==> config.mk <==
export PLATFORM = sky130hd
export DESIGN_NAME = instruction_fetch_stage
export DESIGN_NICKNAME = d
export VERILOG_FILES = /design/src/rtl/instruction_fetch_stage.sv
export SDC_FILE = /design/constraint.sdc
export NUM_CORES = 1
export LEC_CHECK = 0
export ABC_AREA = 0
export CAP_MARGIN = 20
export CORE_MARGIN = 2
export CORE_UTILIZATION = 35
export CTS_CLUSTER_SIZE = 40
export DETAILED_ROUTE_END_ITERATION = 16
export PLACE_DENSITY = 0.66
export SYNTH_ARGS = -nofsm -noshare
export SYNTH_HDL_FRONTEND = slang
export SYNTH_SLANG_ARGS = --single-unit
==> constraint.sdc <==
create_clock -name Clk -period 3.2 [get_ports Clk]
set_input_delay 0.8 -clock Clk [delete_from_list [all_inputs] [get_ports Clk]]
set_output_delay 0.8 -clock Clk [all_outputs]
set_load 0.005 [all_outputs]
==> src/rtl/instruction_fetch_stage.sv <==
// MIPS instruction fetch stage: owns the PC, addresses instruction memory and
// loads the IF/ID pipeline register under stall, flush and redirect control.
module instruction_fetch_stage #(
    parameter logic [31:0] RESET_PC = 32'h0000_0000
) (
    input  logic        Clk,
    input  logic        Rst,
    input  logic [31:0] Instruction,
    input  logic        Stall,
    input  logic        Flush,
    input  logic        BranchTaken,
    input  logic [31:0] BranchTarget,
    input  logic        Jump,
    input  logic [31:0] JumpTarget,
    output logic [31:0] Address,
    output logic [31:0] IFID_Instruction,
    output logic [31:0] IFID_PCPlus4,
    output logic        IFID_Valid,
    output logic [31:0] FetchCount
);

    logic [31:0] pc;
    logic [31:0] pc_plus4;
    logic        redirect;
    logic [31:0] target;

    assign pc_plus4 = pc + 32'd4;
    assign redirect = Jump | BranchTaken;
    // Jump outranks a simultaneous branch; targets are word-aligned on load.
    assign target   = Jump ? {JumpTarget[31:2], 2'b00} : {BranchTarget[31:2], 2'b00};
    assign Address  = {pc[31:2], 2'b00};

    always_ff @(posedge Clk or negedge Rst) begin
        if (!Rst) begin
            pc               <= {RESET_PC[31:2], 2'b00};
            IFID_Instruction <= 32'd0;
            IFID_PCPlus4     <= 32'd0;
            IFID_Valid       <= 1'b0;
            FetchCount       <= 32'd0;
        end else if (redirect) begin
            pc               <= target;
            IFID_Instruction <= 32'd0;
            IFID_PCPlus4     <= 32'd0;
            IFID_Valid       <= 1'b0;
        end else if (Stall && Flush) begin
            IFID_Instruction <= 32'd0;
            IFID_PCPlus4     <= 32'd0;
            IFID_Valid       <= 1'b0;
        end else if (Stall) begin
            // Load-use hold: PC, IF/ID and the fetch counter all keep their values.
            pc <= pc;
        end else if (Flush) begin
            pc               <= pc_plus4;
            IFID_Instruction <= 32'd0;
            IFID_PCPlus4     <= 32'd0;
            IFID_Valid       <= 1'b0;
        end else begin
            pc               <= pc_plus4;
            IFID_Instruction <= Instruction;
            IFID_PCPlus4     <= pc_plus4;
            IFID_Valid       <= 1'b1;
            FetchCount       <= FetchCount + 32'd1;
        end
    end

endmodule

# Yosys cells after proc, flatten, opt, wreduce, memory -nomap -nowiden
# Index checks and enable logic that the tools add are counted.
[classes]
add_sub_neg = 2
n_mul = 0
div_mod_pow = 0
magnitude_cmp = 0
n_eq_ne = 3
shifts = 0
muxes = 16
bitwise = 5
reduce_logical = 3
[ops]
columns = ["cell", "n"]
rows = [
  ["$mux W32", 12],
  ["$add A32 B1 Y32 const B", 1],
  ["$add A32 B3 Y32 const B", 1],
  ["$mux W1", 4],
  ["$not A1 Y1", 4],
  ["$reduce_and A4 Y1", 1],
  ["$ne A3 B1 Y1 const B", 1],
  ["$ne A2 B1 Y1 const B", 1],
  ["$ne A2 B2 Y1 const B", 1],
  ["$reduce_and A2 Y1", 1],
  ["$logic_and A1 B1 Y1", 1],
  ["$or A1 B1 Y1", 1],
]
[totals]
ff_bits = 129
latchBits = 0
mem_bits_rw = 0
rom_bits = 0
in_bits = 102
out_inout_bits = 129
elab_cells = 34
mem_count = 0

# Depth between registers and ports, before layout
# Gate-level depths: netlist of the first run.
[depth]
ltp_word = 5
mapped_depth = 8
depth_no_buf = 6

# Least setup slack after synthesis of the first run
# No wires, ideal clock.
[synth_timing]
path_kind = "input -> register"
from = "input port Stall"
to = "register FetchCount[31]"
setup_time_ps = 123
arrival_time_ps = 2740
required_ps = 3077
setup_slack_ps = 337
path_stages = 8
path_buffers = 3
path_cell_list = "buf_6 or4_4 buf_6 nor4_4 and4_1 buf_4 or3b_1 xnor2_1"
[synth_between]
elab_chain_cells = 3
elab_cells_between_ends = 4
classes_between = "bitwise (2); reduce/logical (2)"
[synth_lines]
columns = ["item", "line", "source"]
rows = [
  ["start, declared", "9", "input logic Stall,"],
  ["$logic_and A1 B1 Y1", "45", "end else if (Stall && Flush) begin"],
  ["$not A1 Y1 (no line)", "--", ""],
  ["$reduce_and A4 Y1 (no line) (*)", "--", ""],
  ["end signal, assigned", "62", "FetchCount <= FetchCount + 32'd1;"],
  ["end, declared", "19", "output logic [31:0] FetchCount"],
]
# Every way passes the cells marked *; elsewhere a longest branch is shown, timed or not.
# A chain may end at the register's enable or synchronous reset.

# Worst setup path in the final report of the first run
[layout_timing]
from = "input port Flush"
to = "register FetchCount[26]"
[layout_between]
elab_chain_cells = 3
elab_cells_between_ends = 4
classes_between = "bitwise (2); reduce/logical (2)"
[layout_lines]
columns = ["item", "line", "source"]
rows = [
  ["start, declared", "10", "input logic Flush,"],
  ["$logic_and A1 B1 Y1", "45", ""],
  ["$not A1 Y1 (no line)", "--", ""],
  ["$reduce_and A4 Y1 (no line) (*)", "--", ""],
]
# Marks and branches as above.

==> flow_metrics.tcl, run 1 <==
set metrics [dict create \
    setup_violations 0 \
    ioPinCount 231 \
    design_area_mm2 0.00929 \
    required_ns 3.53 \
    place_congestion 0.840 \
    finalWorstSetupSlack_ns 0.576 \
    syn_area_mm2 0.00615 \
    coreArea_mm2 0.0172 \
    clock-root-buffer "clkbuf_16" \
    synth_edf_count 0 \
    num_vias 5568 \
    grt_usage 0.198 \
    syn_inst 639 \
    async_reset_ff_frac 1.00 \
    htree_num_levels 4 \
    hp-class "in2async" \
    layout-drive-gt1-share 0.0654 \
    finalHoldViolations 0 \
    syn_area_per_cell_um2 9.63 \
    fin_nets 962 \
    r2r_slack_ns 0.58 \
    ys_seq_elements 126 \
    rows 48 \
    antenna_found_initial 0 \
    cp_slowest_cell "or4_4" \
    fp.dieW_um 137 \
    crit_type "in2reg" \
    drtPass1Iterations 4 \
    cpPeakStageDelay_ns 0.62 \
    cts_buffers 17 \
    cp.depth 6 \
    worstSetupStartpointType "primary input" \
    wire_per_inst_um 16.7 \
    reg2reg_depth 5 \
    overflow 0 \
    cpLargestDelayFamily "simple AND/OR/NAND/NOR gates" \
    slew_headroom 0.459 \
    cts_setup_buffers 0 \
    crit_arrival_ns 2.95 \
    fin_skew_ns 0.00630 \
    final.period_utilization 0.820 \
    area_growth_pct 51.0 \
    drt_iter0_markers 272 \
    rsz0062_at_grt "no" \
    report.final.slew_viol_count 0 \
    dpl_cell_area_mm2 0.00866 \
    maxCapViolCount 0 \
    worst_setup_path_end_kind "register" \
    period_needed_ns 2.62 \
    holdWs_ns 0.403 \
    fin_tns_setup_ns 0 \
    drc 0 \
    yosysSeqAreaShare 0.513 \
    antenna_cells 0 \
    post-dp-hpwl_um 13400 \
    fmax_mhz 381 \
    power.density_mw_per_mm2 493 \
    start_util 0.357 \
    critical_path_buf_inv_count 1 \
    ant_nets 0 \
    dieArea_mm2 0.0187 \
    cts_tree "done" \
    path_clk_slew_ns 0.05 \
    status "completed" \
    cts.repair.resized 0 \
    worstPathCellList "clkdlybuf4s50_1, or4_4, nor4_2, nand4_1, nor2_1, xor2_1" \
    path_max_fanout 7 \
    grt_first_pass_wirelength_um 28300 \
    r2r_end "IFID_PCPlus4[31]" \
    ys.flop_type "dfrtp_1" \
    p_leak_uw 0.00391 \
    synth_cell_types 43 \
    cts_sinks 126 \
    max-vdd-ir-drop_uv 344 \
    post-place-ws_ns 0.168 \
    drt-total-wl_um 18300 \
    die_h_um 137 \
    clock_path_buffers 2 \
    ys_warn_count 0 \
    power_uw 4580 \
    r2r-start "pc[7]" \
    viasPerCell 5.08 \
    cts-hold-fix-buffers 0 \
    numPortBuffers 224 \
    clock_latency_ns 0.41 \
    tightest_slew_ns 0.803 \
    grt_max_degree 54 \
    grt_pass1_vias 5171 \
]
cells by family after synthesis:
logic type,count (synthesis),share of synthesized area
other cells,1,0.000610
buf+inv,57,0.0399
simple gates,202,0.158
fa+ha+maj,2,0.00407
mux,5,0.00814
compound gates,185,0.189
xor+xnor,61,0.0869
flops,126,0.513
routing by layer:
metal | global-route usage | vias to the layer above | share of wire
met3 | 0.0567 | 17 | 0.098
met5 | 0 | - | 0
met2 | 0.309 | 227 | 0.45
met1 | 0.266 | 2631 | 0.44
li1 | - | 2693 | -
met4 | 0.0602 | 0 | 0.012
report_power, final:
group	internal [uW]	switching, uW	total [uW]
sequential	1690	137	1820
clock	1360	690	2050
combinational	402	307	709
total	3450	1130	4580
worst register-to-register path: cells and delay by family, from the launching register on:
family	cells	cell delay, ns
AO/OA/AOI/OAI	1	0.11
XOR/XNOR	1	0.25
flip-flops	1	0.51
AND/OR/NAND/NOR	3	1.62
cell usage after synthesis, types with 4 or more instances:
cell,n,area share
dfrtp_1,126,0.51
nand2_1,80,0.049
o21ai_0,63,0.051
a21oi_1,50,0.041
xnor2_1,39,0.056
a22o_1,38,0.054
nor2_1,35,0.021
clkbuf_1,31,0.019
xor2_1,22,0.031
nand3_1,20,0.016
nand4_1,20,0.020
inv_1,15,0.0092
o2bb2ai_1,11,0.016
nor3_1,10,0.0081
and3_1,9,0.0092
and2_1,7,0.0071
mux2i_1,5,0.0081
nor4_1,5,0.0051
o22ai_1,5,0.0051
a21o_1,4,0.0049
buf_4,4,0.0049
nand2b_1,4,0.0041
layout by cell type (no fill, tap or decap), types with 5 or more instances in the layout:
cell type          n
inv_1             15
clkdlybuf4s50_1  222
o2bb2ai_1         11
nor2_1            34
a22o_1            38
a21oi_1           50
and2_1             7
nand3_1           20
and3_1             9
nand2_1           80
dfrtp_1          126
o22ai_1            5
buf_4             14
mux2i_1            5
o21ai_0           63
nor3_1             9
nand4_1           20
xnor2_1           39
clkbuf_16         17
nor4_1             5
xor2_1            22
state kept, by name, summed over array words and instances, names as in the netlist:
register	count
IFID_PCPlus4	31
FetchCount	32
IFID_Instruction	32
IFID_Valid	1
pc	30
through the flow:
step,util,std cells
6_report,0.539,1096
5_1_grt,0.539,1096
4_1_cts,0.539,1096
3_5_place_dp,0.502,1064
3_3_place_gp,0.502,1064
2_1_floorplan,-,640
how the worst max path moves through the flow:
stage          start             end  slack [ns]
2_1_floorplan  Stall  FetchCount[31]        0.34
3_3_place_gp   Flush  FetchCount[26]        0.20
3_5_place_dp   Flush  FetchCount[20]        0.17
6_report       Flush  FetchCount[26]        0.58
4_1_cts        Flush  FetchCount[26]        0.57
5_1_grt        Flush  FetchCount[26]        0.45
layout make-up:
class / count / area (um2)
Fill cell: 1565 / 7950
Sequential cell: 126 / 3150
Multi-Input combinational cell: 457 / 2770
Timing Repair Buffer: 240 / 2390
Clock buffer: 21 / 470
Tap cell: 225 / 282
Clock inverter: 11 / 163
Inverter: 16 / 60.1
Note: power is estimated with default switching activity, not from simulation.
==> inputs of run 2 (changes only) <==
--- a/config.mk
+++ b/config.mk
@@ -11,7 +11,7 @@
 export CORE_UTILIZATION = 35
 export CTS_CLUSTER_SIZE = 40
 export DETAILED_ROUTE_END_ITERATION = 16
-export PLACE_DENSITY = 0.66
+export PLACE_DENSITY = 0.68
 export SYNTH_ARGS = -nofsm -noshare
 export SYNTH_HDL_FRONTEND = slang
 export SYNTH_SLANG_ARGS = --single-unit
==> constraint.sdc (replaced) <==
create_clock -name Clk -period 2.2 [get_ports Clk]
set_input_delay 0.55 -clock Clk [delete_from_list [all_inputs] [get_ports Clk]]
set_output_delay 0.55 -clock Clk [all_outputs]
set_load 0.005 [all_outputs]
==> flow_metrics.tcl, run 2 (synthesized netlist as in run 1, its figures left out) <==
set metrics [dict create \
    post-place-ws_ns -0.438 \
    whs_path_depth 2 \
    clock_path_buffers 2 \
    viasPerCell 4.98 \
    fill_cells 1537 \
    max-vdd-ir-drop_uv 480 \
    crit_type "reg2reg" \
    ioPinCount 231 \
    dieArea_mm2 0.0187 \
    drt-total-wl_um 19000 \
    worstSetupStartpointType "register" \
    power.density_mw_per_mm2 684 \
    drtPass1Iterations 5 \
    r2r_end "IFID_PCPlus4[31]" \
    hold_path_startpoint "IFID_PCPlus4[13]" \
    coreArea_mm2 0.0172 \
    report.final.slew_viol_count 0 \
    final_cell_mix "clkdlybuf4s50_1 (219), dfrtp_1 (126), nand2_1 (80), buf_4 (70), o21ai_0 (63)" \
    wire_per_inst_um 16.4 \
    reg.largest.list "FetchCount: 32 flops, IFID_Instruction: 32 flops, IFID_PCPlus4: 31 flops" \
    finalWorstSetupSlack_ns 0.100 \
    num_vias 5767 \
    area_growth_pct 59.4 \
    clock-root-buffer "clkbuf_16" \
    multi_input_area_mm2 0.00280 \
    fmax_mhz 476 \
    grt_usage 0.206 \
    final.period_utilization 0.954 \
    htree_num_levels 4 \
    regArea_mm2 0.00315 \
    r2r-start "pc[8]" \
    power_uw 6700 \
    hp-class "reg2reg" \
    reg2reg_depth 5 \
    cts_buffers 17 \
    cts_tree "done" \
    period_needed_ns 2.10 \
    post-dp-hpwl_um 14200 \
    antenna_found_initial 0 \
    grt_pass1_vias 5645 \
    holdWs_ns 0.476 \
    rows 48 \
    drc 0 \
    path_clk_slew_ns 0.06 \
    finalHoldViolations 0 \
    place_congestion 0.848 \
    crit_arrival_ns 2.39 \
    numPortBuffers 224 \
    cts_sinks 126 \
    grt_first_pass_wirelength_um 30000 \
    min_to "IFID_PCPlus4[13]" \
    overflow 0 \
    status "completed" \
    drt_iter0_markers 309 \
    grt_max_degree 62 \
    rsz0062_at_grt "no" \
    fp.dieW_um 137 \
    setup_violations 0 \
    ant_nets 0 \
    required_ns 2.49 \
    layout-drive-gt1-share 0.132 \
    clock_latency_ns 0.41 \
    fin_skew_ns 0.00880 \
    r2r_slack_ns 0.10 \
    fin_nets 1023 \
    antenna_cells 0 \
    slew_headroom 0.635 \
    maxCapViolCount 0 \
    worst_setup_path_end_kind "register" \
    final_common_cell "clkdlybuf4s50_1" \
    die_h_um 137 \
    tightest_slew_ns 0.543 \
    p_leak_uw 0.00426 \
    start_util 0.357 \
    path_max_fanout 2 \
]
[run 2: cell count changes in the layout (fill, tap and decap cells not counted), moves of 3 or more]
| cell | previous run | this run |
|---|---|---|
| buf_4 | 14 | 70 |
| buf_12 | 3 | 6 |
| clkdlybuf4s50_1 | 222 | 219 |
| nor2_1 | 34 | 31 |
| clkinv_4 | 0 | 3 |
| dlymetal6s2s_1 | 0 | 3 |
[run 2: worst max-delay path by stage]
stage	from	to	slack [ns]	depth (start not counted)
after floorplan	Stall	FetchCount[31]	-0.25	8
after global placement	Flush	FetchCount[31]	-0.37	6
after detailed placement	Flush	FetchCount[22]	-0.44	7
after CTS	BranchTaken	FetchCount[22]	0.03	7
after global routing	pc[3]	IFID_PCPlus4[31]	0.004	5
final	pc[8]	IFID_PCPlus4[31]	0.10	5
[run 2: area by class of cell]
type                            instances  area share
Clock buffer                           19      0.0452
Multi-Input combinational cell        457       0.286
Inverter                               16     0.00612
Tap cell                              225      0.0287
Timing Repair Buffer                  301       0.296
Clock inverter                         13      0.0167
Sequential cell                       126       0.322
[run 2: through the flow]
| step | instances | utilization | cell area (um2) | setup TNS (ns) |
|---|---|---|---|---|
| 3_3_place_gp | 1123 | 0.530 | 9140 | -11.53 |
| 2_1_floorplan | 640 | - | 6170 | -1.27 |
| 6_report | 1157 | 0.569 | 9810 | 0 |
| 5_1_grt | 1157 | 0.569 | 9810 | 0 |
| 4_1_cts | 1156 | 0.566 | 9760 | 0 |
| 3_5_place_dp | 1123 | 0.530 | 9140 | -14.34 |
[run 2: report_power, final]
part	internal (uW)	leakage [uW]	switching, uW
clock network	1820	0.000294	1060
registers	2450	0.00167	130
logic	692	0.00229	550
total	4960	0.00426	1740
[run 2: repair_timing]
action                     in CTS  in global routing
pin swaps                       1                  4
setup endpoints to repair       2                 11
buffers inserted                0                  1
gates cloned                    0                  0
gates resized for setup         0                 11
hold endpoints to repair        7                  0
hold buffers                    1                  0
[run 2: layer usage]
metal / GRT usage / wire (um) / vias to the layer above / share of wire
met3: 0.0530 / 1490 / 25 / 0.078
met2: 0.331 / 8890 / 226 / 0.47
li1: - / - / 2826 / -
met1: 0.273 / 8390 / 2690 / 0.44
met5: 0 / 0 / - / 0
met4: 0.0671 / 246 / 0 / 0.013
[run 2: worst max-delay path: stages, from the launching register on]
cell,delay [ns]
dfrtp_1,0.37
nand4_1,0.13
or4_4,0.58
or4_1,0.55
xor2_1,0.24
o21ai_0,0.10
